<file path="src/rtl/vec_elem_serializer.sv">
// vec_elem_serializer: unpacks a masked vector into ascending per-lane element writes
module vec_elem_serializer #(
  parameter int VECTOR_SIZE = 256,
  parameter int ELEMENT = 16,
  parameter int ADDR_W = 16,
  localparam int LANES = VECTOR_SIZE / ELEMENT,
  localparam int LW = (LANES > 1) ? $clog2(LANES) : 1
) (
  input  logic                   clk,
  input  logic                   rst,
  input  logic                   in_valid,
  output logic                   in_ready,
  input  logic [VECTOR_SIZE-1:0] in_vector,
  input  logic [ADDR_W-1:0]      in_base_addr,
  input  logic [LANES-1:0]       in_mask,
  output logic                   out_valid,
  input  logic                   out_ready,
  output logic [ELEMENT-1:0]     out_data,
  output logic [ADDR_W-1:0]      out_addr,
  output logic                   out_last,
  output logic                   busy
);
  localparam logic [0:0] IDLE = 1'b0;
  localparam logic [0:0] SEND = 1'b1;
  logic [0:0]             state_q, state_d;
  logic [VECTOR_SIZE-1:0] vec_q, vec_d;
  logic [ADDR_W-1:0]      base_q, base_d;
  logic [LANES-1:0]       mask_q, mask_d;
  logic [LANES-1:0]       low, rest;
  logic [LW-1:0]          lane;
  logic                   send, fire, last, accept;
  // mask_q holds only the lanes still to be emitted; its lowest set bit is the current lane
  always_comb begin
    lane = '0;
    for (int i = LANES - 1; i >= 0; i--)
      if (mask_q[i]) lane = LW'(i);
    low = mask_q & (~mask_q + 1'b1);
    rest = mask_q & ~low;
    last = rest == '0;
    send = state_q == SEND;
    fire = send & out_ready;
    in_ready = (state_q == IDLE) & ~rst;
    accept = in_valid & in_ready;
    state_d = accept ? ((|in_mask) ? SEND : IDLE) : (fire & last) ? IDLE : state_q;
    mask_d = accept ? in_mask : fire ? rest : mask_q;
    vec_d = accept ? in_vector : vec_q;
    base_d = accept ? in_base_addr : base_q;
    out_valid = send;
    out_data = send ? vec_q[lane*ELEMENT +: ELEMENT] : '0;
    out_addr = send ? base_q + ADDR_W'(lane) : '0;
    out_last = send & last;
    busy = send;
  end
  always_ff @(posedge clk) begin
    if (rst) begin
      state_q <= IDLE;
      vec_q <= '0;
      base_q <= '0;
      mask_q <= '0;
    end else begin
      state_q <= state_d;
      vec_q <= vec_d;
      base_q <= base_d;
      mask_q <= mask_d;
    end
  end
endmodule

</file>
<file path="config.mk">
export PLATFORM = sky130hd
export DESIGN_NAME = vec_elem_serializer
export DESIGN_NICKNAME = d
export VERILOG_FILES = /design/src/rtl/vec_elem_serializer.sv
export SDC_FILE = /design/constraint.sdc
export NUM_CORES = 1
export LEC_CHECK = 0
export CORE_ASPECT_RATIO = 1.2
export CORE_MARGIN = 5
export CORE_UTILIZATION = 49
export CTS_CLUSTER_SIZE = 20
export DETAILED_ROUTE_END_ITERATION = 7
export GPL_ROUTABILITY_DRIVEN = 0
export PLACE_DENSITY = 0.8
export SYNTH_ARGS = -nofsm -noshare
export SYNTH_HDL_FRONTEND = slang
export SYNTH_SLANG_ARGS = --single-unit
</file>
<file path="constraint.sdc">
create_clock -name clk -period 4.35 [get_ports clk]
set_clock_uncertainty 0.2 [all_clocks]
set_input_delay 0.87 -clock clk [delete_from_list [all_inputs] [get_ports clk]]
set_output_delay 0.87 -clock clk [all_outputs]
set_load 0.05 [all_outputs]
</file>
==> results of run 1 <==
## registers in the layout (all words and copies together) (netlist names)
register  count
vec_q       256
base_q       16
mask_q       16
busy          1
## per-layer routing
| layer | global-route usage | routed length, µm | vias to the layer above |
|---|---|---|---|
| met5 | 0 | 0 | - |
| met4 | 0.1453 | 2368 | 0 |
| met3 | 0.04837 | 4077 | 134 |
| met2 | 0.4809 | 22140 | 693 |
| met1 | 0.3921 | 18380 | 6445 |
| li1 | - | - | 6609 |
## power by group through the flow
stage	Clock, W	Sequential [W]	Combinational [W]
floorplan	0	0.00295	0.00110
global placement	0	0.00297	0.00190
detailed placement	0	0.00298	0.00193
CTS	0.00257	0.00292	0.00205
global route	0.00269	0.00294	0.00228
finish	0.00255	0.00293	0.00214
## how the worst max path moves through the flow
stage          startpoint      endpoint  cells past startpoint
2_1_floorplan  mask_q[14]  out_addr[11]                     16
3_3_place_gp    mask_q[6]  out_addr[13]                     14
3_5_place_dp   mask_q[14]  out_addr[15]                     15
4_1_cts         mask_q[0]  out_addr[14]                     16
5_1_grt         mask_q[2]  out_addr[15]                     17
6_report        mask_q[4]   out_data[3]                     11
## synth_stat cells, drive strengths merged
| master | number |
|---|---|
| o41ai | 1 |
| xnor2 | 4 |
| clkinv | 1 |
| o211ai | 1 |
| a32oi | 29 |
| nand2b | 1 |
| o21bai | 1 |
| o31ai | 1 |
| maj3 | 3 |
| a21oi | 311 |
| or4b | 1 |
| clkbuf | 118 |
| nand4 | 34 |
| nand3 | 73 |
| fa | 1 |
| a21boi | 2 |
| ha | 5 |
| and2 | 6 |
| nor3 | 7 |
| a31oi | 2 |
| o221ai | 2 |
| nor2 | 55 |
| xor2 | 9 |
| a221oi | 2 |
| o22ai | 3 |
| nor4 | 6 |
| o21a | 2 |
| or2 | 1 |
| or3 | 2 |
| dfxtp | 289 |
| a22oi | 16 |
| inv | 3 |
| nand2 | 801 |
| o21ai | 11 |
| nand3b | 1 |
| nor2b | 4 |
| and3 | 4 |
| buf | 26 |
| mux2i | 3 |
| a21o | 1 |
## per-stage QoR
stage	worst slack (ns)	setup TNS (ns)
finish	-0.2329	-3.299
global placement	0.3300	0
floorplan	0.03215	0
CTS	-0.1303	-0.8523
detailed placement	0.2424	0
global route	-0.3402	-5.052
## worst min-delay path, stage by stage, from the launching register on
cell     delay (ns)
dfxtp_1        0.31
nand2_1        0.05
a21oi_1        0.05
## placed cells by master, fill, tap and decap left out, types with 6 or more instances in the layout
master,n
o21ai_0,9
clkdlybuf4s50_1,293
nand2_2,14
nor2_4,7
a22oi_1,14
nor2_1,34
clkinv_2,6
nand4_1,34
a32oi_2,17
nor2_2,14
dfxtp_1,280
diode_2,9
nand2_1,785
buf_12,37
clkbuf_16,29
a21oi_1,310
clkbuf_8,10
nand3_1,70
a32oi_1,11
buf_4,29
## timing repair
action	4_1_cts	5_1_grt
buffers inserted	13	5
setup endpoints to repair	29	29
hold endpoints to repair	0	0
gates cloned	1	0
gates resized for setup	76	41
pin swaps	11	25
## cell families (layout without fill, tap and decap cells)
logic type | Yosys count | after routing | synth area share
compound gates | 385 | 386 | 0.1664
xor+xnor | 13 | 13 | 0.008907
fa+ha+maj | 9 | 9 | 0.008809
buf+inv | 148 | 421 | 0.04806
flops | 289 | 289 | 0.4526
mux | 3 | 3 | 0.002349
other cells | 0 | 9 | 0
simple gates | 996 | 996 | 0.3129
## layout make-up
class / instances / share of cell area
Antenna cell: 9 / 0.001241
Multi-Input combinational cell: 1407 / 0.3818
Tap cell: 330 / 0.02276
Clock buffer: 42 / 0.04820
Inverter: 4 / 0.0009654
Sequential cell: 289 / 0.3202
Timing Repair Buffer: 365 / 0.2189
Clock inverter: 10 / 0.005931
==> run_results.csv, run 1 <==
group,metric,value,unit
clocking,clk_pin_slew,0.06,ns
power_and_ir_drop,switching_share,0.3228,
drt,drc,0,
power_and_ir_drop,totalPowerFinal,0.007623,W
drt,drtIter0Drc,1484,
clocking,cts.htree.levels,1,
power_and_ir_drop,internal_power,0.005162,W
clocking,cts_root_buffer,"clkbuf_16",
setup_path,critPathMaxStageDelay,0.39,ns
timing,period_share,1.054,
final_layout,fin_util,0.7081,
drt,num_vias,13881,
setup_path,r2r_cells,9,
setup_path,critPathLaunchType,"flip-flop",
run_status,status,"complete, but fails checks",
setup_path,worstPathMaxFanout,128,
placed_design,dp_hpwl,31.19,mm
yosys,ys_top_cells_by_area,"dfxtp_1 (45%), nand2_1 (24%), a21oi_1 (12%)",
timing,finalHoldViolCount,0,
setup_path,crit_type,"reg -> out",
power_and_ir_drop,pwr-share-clk,0.335,
yosys,netlist.area_leader.share,0.4526,
min_path,hold_end,"vec_q[179]",
power_and_ir_drop,seqPwrFrac,0.384,
placed_design,place_inst,2376,
global_routing,grt_pass1_wl,71.13,mm
clocking,cts_tree,"yes",
global_routing,track_usage,0.3001,
timing,period_needed,4.583,ns
clocking,hold_buffers,0,
timing,setup_viol,27,
final_layout,n_fill_cell,2035,
floorplanning,die_w,157.4,µm
drt,dr.pass1.iters,6,
drt,viasPerCell,5.652,
yosys,yosysTopAreaCell,"dfxtp_1",
final_layout,area_growth,41.93,%
global_routing,grt_antenna_before_repair,7,
floorplanning,die_y,186.9,µm
setup_path,cpMaxStageDelayCell,"dfxtp_4",
clocking,insertion_delay,0.55,ns
yosys,syn-num-nets,2141,
setup_path,r2r_slack,1.72,ns
floorplanning,num_rows,64,
final_layout,multi_input_area,6927,µm²
setup_path,r2r-end,"busy",
setup_path,cp-end-kind,"primary output",
final_layout,seq_area,5809,µm²
timing,slew-limit-headroom,0.2622,
power_and_ir_drop,power_density,420.2,nW/µm²
clocking,cts.sinks,289,
job,cap_violations,0,
setup_path,crit_arrival,3.51,ns
yosys,syn_inst,1843,
run_status,violations,"setup timing",
setup_path,cp_top_family,"simple AND/OR/NAND/NOR gates",
floorplanning,top_level_ports,328,
clocking,clockBufferDepth,3,
global_routing,grt.overflow.total,0,
yosys,synthesis.area,12780,µm²
min_path,min_path_type,"reg -> reg",
timing,whs,0.2540,ns
final_layout,instances_no_fill,2456,
floorplanning,core_area,25620,µm²
timing,rsz0062_at_grt,"yes",
drt,drtAntennaViolNets,0,
power_and_ir_drop,irDropWorstVdd,0.0002633,V
yosys,synth.distinct_cells,47,
min_path,hp-start,"vec_q[179]",
power_and_ir_drop,switchingPower,0.002461,W
yosys,synth_seq_area_share,0.4526,
yosys,synth_area_per_cell,6.936,µm²
drt,routedWlPerCell,19.12,µm
global_routing,grt_max_degree,228,
clocking,cts_inserted_buffers,29,
timing,tightest_slew,1.107,ns
floorplanning,dieArea,29430,µm²
setup_path,worst-path-buf-inv,3,
setup_path,crit_chain,"or3_4 > a221oi_4 > o41ai_2 > and2_4 > inv_4 > buf_16 > nand2_1 > a32oi_2 > nand4_1 > nand2_1 > buf_12",
power_and_ir_drop,power.leakage,6.589,nW
yosys,yosys_warnings,0,
yosys,synth-seq-cells,289,
floorplanning,start_util,0.4989,
placed_design,placed_cell_area,16480,µm²
setup_path,required,3.28,ns
timing,timing.fmax,0.2182,GHz
placed_design,port-buffer-count,327,
final_layout,finalNetCount,2394,
final_layout,final_area,18140,µm²
power_and_ir_drop,combPwrFrac,0.281,
drt,wirelength,46.97,mm
timing,fin_ws,-0.2329,ns
setup_path,r2r_start,"mask_q[0]",
final_layout,drive_gt1_frac,0.1049,
min_path,worstHoldPathCells,2,
global_routing,grt_pass1_vias,13316,
setup_path,cpMostUsedCell,"nand2_1",
timing,slew_viol_final,0,
Note: power is estimated with default switching activity, not from simulation.
==> inputs of run 2 (changes only) <==
--- a/config.mk
+++ b/config.mk
@@ -8,7 +8,7 @@
 export CORE_ASPECT_RATIO = 1.2
 export CORE_MARGIN = 5
 export CORE_UTILIZATION = 49
-export CTS_CLUSTER_SIZE = 20
+export CTS_CLUSTER_SIZE = 25
 export DETAILED_ROUTE_END_ITERATION = 7
 export GPL_ROUTABILITY_DRIVEN = 0
 export PLACE_DENSITY = 0.8
==> constraint.sdc (replaced) <==
create_clock -name clk -period 4.35 [get_ports clk]
set_clock_uncertainty 0.2 [all_clocks]
set_input_delay 0.435 -clock clk [delete_from_list [all_inputs] [get_ports clk]]
set_output_delay 0.435 -clock clk [all_outputs]
set_load 0.05 [all_outputs]
==> run_results.csv, run 2 (synthesized netlist as in run 1, its figures left out) <==
group,metric,value,unit
setup_path,worst-path-buf-inv,3,
min_path,worstHoldPathCells,2,
placed_design,place_ws,0.6327,ns
floorplanning,start_util,0.4989,
drt,wirelength,44.64,mm
power_and_ir_drop,power_density,420.1,nW/µm²
timing,finalHoldViolCount,0,
drt,num_vias,13673,
floorplanning,dieArea,29430,µm²
power_and_ir_drop,irDropWorstVdd,0.0002835,V
timing,period_share,0.9564,
global_routing,grt_use_met2,0.4603,
placed_design,port-buffer-count,327,
floorplanning,num_rows,64,
timing,finalSetupTns,0,ns
setup_path,r2r_slack,1.46,ns
drt,routedWlPerCell,18.36,µm
global_routing,track_usage,0.2839,
global_routing,grt.overflow.total,0,
clocking,cts.sinks,289,
final_layout,reg.largest.list,"vec_q x256, base_q x16, mask_q x16",
final_layout,seq_area,5786,µm²
clocking,cts_inserted_buffers,29,
setup_path,cpMaxStageDelayCell,"nor4_1",
global_routing,grt_antenna_before_repair,4,
setup_path,r2r-end,"vec_q[84]",
setup_path,worstPathMaxFanout,17,
final_layout,top_register,"vec_q",
setup_path,cpMostUsedCell,"buf_4",
setup_path,worstSetupPathDepth,11,
min_path,hp-start,"rst",
job,cap_violations,0,
setup_path,cp_top_family,"simple AND/OR/NAND/NOR gates",
global_routing,grt_pass1_wl,67.60,mm
final_layout,finalNetCount,2373,
power_and_ir_drop,power.leakage,6.390,nW
setup_path,r2r_start,"busy",
clocking,cts_tree,"yes",
final_layout,final_common_cell,"nand2_1",
final_layout,final_cell_mix,"nand2_1 (800), a21oi_1 (311), clkdlybuf4s50_1 (294)",
global_routing,grt_pass1_vias,12634,
final_layout,drive_gt1_frac,0.05291,
floorplanning,die_w,157.4,µm
setup_path,r2r_cells,6,
final_layout,area_growth,36.36,%
setup_path,critPathLaunchType,"flip-flop",
setup_path,crit_type,"reg -> out",
placed_design,placed_cell_area,16460,µm²
timing,slew_viol_final,0,
timing,fin_ws,0.1895,ns
clocking,cts_root_buffer,"clkbuf_16",
timing,timing.fmax,0.2404,GHz
floorplanning,core_area,25620,µm²
final_layout,multi_input_area,6471,µm²
setup_path,required,3.71,ns
final_layout,largest_register_ffs,256,
drt,dr.pass1.iters,6,
timing,slew-limit-headroom,0.2889,
final_layout,fin_util,0.6803,
min_path,hold_end,"vec_q[130]",
min_path,min_path_type,"in -> reg",
final_layout,final_area,17430,µm²
final_layout,n_fill_cell,2166,
floorplanning,die_y,186.9,µm
timing,tightest_slew,1.067,ns
run_status,status,"complete, no violations",
floorplanning,top_level_ports,328,
clocking,cts.htree.levels,1,
global_routing,busiest_layer,"met2",
global_routing,use_met1,0.3815,
setup_path,crit_arrival,3.53,ns
drt,viasPerCell,5.622,
drt,drtIter0Drc,1423,
global_routing,grt_max_degree,208,
global_routing,grt_use_met3,0.04467,
clocking,insertion_delay,0.53,ns
clocking,clockBufferDepth,3,
timing,period_needed,4.160,ns
setup_path,cp-end-kind,"primary output",
setup_path,crit_chain,"nor4_1 > nand3b_1 > a31oi_1 > buf_4 > o221ai_4 > buf_4 > a21oi_1 > a32oi_1 > nand4_1 > nand2_1 > buf_12",
clocking,hold_buffers,0,
timing,setup_viol,0,
setup_path,critPathMaxStageDelay,0.55,ns
drt,drtAntennaViolNets,0,
clocking,clk_pin_slew,0.06,ns
drt,drc,0,
timing,rsz0062_at_grt,"no",
placed_design,dp_hpwl,31.10,mm
[run 2: through the flow]
stage,hold WS [ns],total power (W),instances
finish,0.09195,0.007323,2432
global route,0.1620,0.007610,2432
CTS,0.1266,0.007312,2428
detailed placement,0.2467,0.004920,2374
global placement,0.2419,0.004885,2374
floorplan,0.2357,0.004042,1843
[run 2: repair_timing]
| action | in CTS | in global routing |
|---|---|---|
| resized for setup | 0 | 13 |
| endpoints found under the setup margin | 0 | 23 |
| hold endpoints to repair | 0 | 0 |
| buffers inserted | 0 | 0 |
[run 2: routing by layer]
| layer | share of wire | vias up |
|---|---|---|
| met5 | 0 | - |
| met4 | 0.040 | 0 |
| met3 | 0.085 | 107 |
| met2 | 0.47 | 645 |
| met1 | 0.40 | 6360 |
| li1 | - | 6561 |
[run 2: how the worst max path moves through the flow]
| stage | startpoint | endpoint | slack [ns] |
|---|---|---|---|
| finish | mask_q[12] | out_data[8] | 0.19 |
| CTS | mask_q[2] | out_addr[12] | 0.05 |
| floorplan | mask_q[14] | out_addr[4] | 0.28 |
| global route | mask_q[0] | out_addr[12] | 0.000002 |
| detailed placement | mask_q[2] | out_addr[12] | 0.63 |
| global placement | mask_q[10] | out_addr[15] | 0.75 |
[run 2: where the power goes]
group	internal [W]	leakage, nW	total (W)	switching (W)
Clock	0.00138	0.453	0.00241	0.00103
Combinational	0.000761	3.57	0.00199	0.00123
Sequential	0.00282	2.37	0.00293	0.000109
[run 2: layout make-up]
| cell class | count | share of cell area |
|---|---|---|
| well taps | 330 | 0.02369 |
| clock inverters | 9 | 0.004450 |
| multi-input cells | 1406 | 0.3712 |
| inverters | 4 | 0.001005 |
| flip-flops and latches | 289 | 0.3319 |
| repair buffers | 345 | 0.2192 |
| clock buffers | 45 | 0.04795 |
| diodes | 4 | 0.0005742 |
==> variant, RTL diff (settings of run 1) <==
`VECTOR_SIZE`: 256 -> 512.
--- a/src/rtl/vec_elem_serializer.sv
+++ b/src/rtl/vec_elem_serializer.sv
@@ -1,5 +1,5 @@
 // vec_elem_serializer: unpacks a masked vector into ascending per-lane element writes
 module vec_elem_serializer #(
-  parameter int VECTOR_SIZE = 256,
+  parameter int VECTOR_SIZE = 512,
   parameter int ELEMENT = 16,
   parameter int ADDR_W = 16,
Ports: changed (resized in_mask and in_vector); port bits go from 328 to 600. No check against the original RTL was run, so the function may have changed too.
==> variant against run 1 <==
  * The run still ends with negative setup slack left
  * Setup slack got worse by 0.58 ns
  * Cell area is 110% higher
  * Synthesized area rose by 110%
  * Core utilization about the same
  * Sequential share of layout area down 2.3 points
  * Total power increased by 100%
  * Sequential cell count up 272
  * First-iteration DRC count increased to 2.9 times the old value
  * Routed wire length up 150%
  * Fmax down 11%
  * Critical path depth grew 3
  * Clock power rose by 95%
==> variant: results (changes against run 1) <==
** Setup path
- Cell family with most CP delay :: compound AO/OA/AOI/OAI gates (was simple AND/OR/NAND/NOR gates)
- The worst-path maximum fanout came to 10 (was 128).
- FF-to-FF path depth :: 27 (was 9)
- Register-to-register setup slack :: -0.03 ns (was 1.72 ns)
- The origin of the critical flop-to-flop path is mask_q[7] (was mask_q[0]).
- The largest stage delay on the critical path came to 0.43 ns (was 0.39 ns).
- The library cell contributing the largest single delay on the critical path is sky130_fd_sc_hd__or4_4 (was sky130_fd_sc_hd__dfxtp_4).

** Power and ir drop
- Register share of total power :: 37.7% (was 38.4%)
- The power per unit of standard cell area is 411 nW/µm² (was 420 nW/µm²).
- Combinational power share :: 30.4% (was 28.1%)
- The switching part of the total is 33.0% (was 32.3%).
- Peak supply drop :: 0.334 mV (was 0.263 mV)

** Global routing
- Global-route total usage across every layer :: 36.3% (was 30.0%)
- Maximum number of pins on one net before global-route repair :: 347 (was 228)
- The number of antenna violations at the first check in global routing came to 27 (was 7).
- Grt met3 use :: 8.16% (was 4.84%)
- The first-pass GRT wire length came to 166 mm (was 71.1 mm).
- The met1 track demand over resource was 45.8% (was 39.2%).

** Run status
- Run status :: finished with violations (unchanged)
- Violated checks: negative setup slack (unchanged).

** Timing
- Hold Slack :: 0.273 ns (was 0.254 ns)
- The final worst setup slack is -0.813 ns (was -0.233 ns).
- The final number of setup-violating endpoints was 32 (was 27).
- The normalized max-slew margin came to 14.0% (was 26.2%).

** Yosys
- Most frequent cells after synthesis :: sky130_fd_sc_hd__nand2_1, sky130_fd_sc_hd__dfxtp_1, sky130_fd_sc_hd__nand3b_1, sky130_fd_sc_hd__clkbuf_1, sky130_fd_sc_hd__a21oi_1 (was sky130_fd_sc_hd__nand2_1, sky130_fd_sc_hd__a21oi_1, sky130_fd_sc_hd__dfxtp_1, sky130_fd_sc_hd__clkbuf_1, sky130_fd_sc_hd__nand3_1)
- The number of unique standard cell types used by synthesis came to 66 (was 47).
- Most area-consuming cells after synthesis: sky130_fd_sc_hd__dfxtp_1, sky130_fd_sc_hd__nand2_1, sky130_fd_sc_hd__nand3b_1 (was sky130_fd_sc_hd__dfxtp_1, sky130_fd_sc_hd__nand2_1, sky130_fd_sc_hd__a21oi_1).
- The net count after synthesis came to 4,143 (was 2,141).
- Avg Synthesized Cell Area :: 7.38 µm² (was 6.94 µm²)

** Clocking
- Insertion delay to the later sink of the worst-skew pair :: 0.61 ns (was 0.55 ns)

** Finish
- Fill cells :: 4,119 (was 2,035)
- Cell area after layout :: 37,900 µm² (was 18,100 µm²)
- Top flop regs :: vec_q: 512 flops, mask_q: 32 flops, base_q: 16 flops (was vec_q: 256 flops, base_q: 16 flops, mask_q: 16 flops)
- The synthesis-to-finish area growth came to 43.7% (was 41.9%).
- The final non-filler cell total came to 4,927 (was 2,456).
- Share of final-layout standard cells stronger than drive strength 1 :: 13.6% (was 10.5%)

** Route
- The starting DRC count in detailed routing came to 4,320 (was 1,484).
- Via/cell ratio :: 5.93 (was 5.65)

** Placement
- The half-perimeter wire length after placement came to 80.6 mm (was 31.2 mm).
- The cell area reported after detailed placement is 33,900 µm² (was 16,500 µm²).
variant: cell types whose count changed after synthesis, sizes merged, moves of 71 or more:
cell,run 1,this run
nand2,801,1331
a21oi,311,188
dfxtp,289,561
clkbuf,118,235
nand3b,1,525
nor3,7,104
nor2,55,126
variant: how the worst max path moves through the flow:
stage,to,slack [ns],start
floorplan,out_addr[5],-0.11,mask_q[16]
global placement,out_data[7],-0.43,mask_q[16]
detailed placement,out_data[7],-0.42,mask_q[16]
CTS,out_data[7],-0.71,mask_q[16]
global route,out_data[7],-0.81,mask_q[16]
finish,out_data[7],-0.81,mask_q[16]
variant: layout make-up:
class | count | area, µm² | area share, %
Sequential cell | 561 | 11300 | 29.7
Timing Repair Buffer | 826 | 8600 | 22.7
Antenna cell | 18 | 45.0 | 0.119
Clock inverter | 19 | 218 | 0.575
Tap cell | 712 | 891 | 2.35
Inverter | 12 | 65.1 | 0.172
Timing Repair inverter | 1 | 11.3 | 0.0297
Clock buffer | 81 | 1630 | 4.31
Multi-Input combinational cell | 2697 | 15200 | 40.1
variant: metrics by stage:
stage	utilization [%]	setup slack [ns]
CTS	69.3	-0.707
floorplan	-	-0.113
detailed placement	63.3	-0.421
finish	70.8	-0.813
global placement	63.3	-0.431
global route	70.8	-0.807
variant: metal layers:
metal  part of all wire (%)  routed length (µm)  vias up
li1                       -                   -    13200
met1                     37               42500    13600
met2                     44               51600     1997
met3                     11               12700      443
met4                    7.8                9090       18
met5                   0.10                 121        -
variant: kinds of logic after synthesis:
logic type | after synthesis | share of synthesized area [%]
AO/OA/AOI/OAI | 402 | 9.25
XOR/XNOR | 10 | 0.332
adder cells (fa/ha/maj) | 10 | 0.475
buffers and inverters | 314 | 4.93
flip-flops | 561 | 42.6
multiplexers | 12 | 0.456
AND/OR/NAND/NOR | 2263 | 42.0
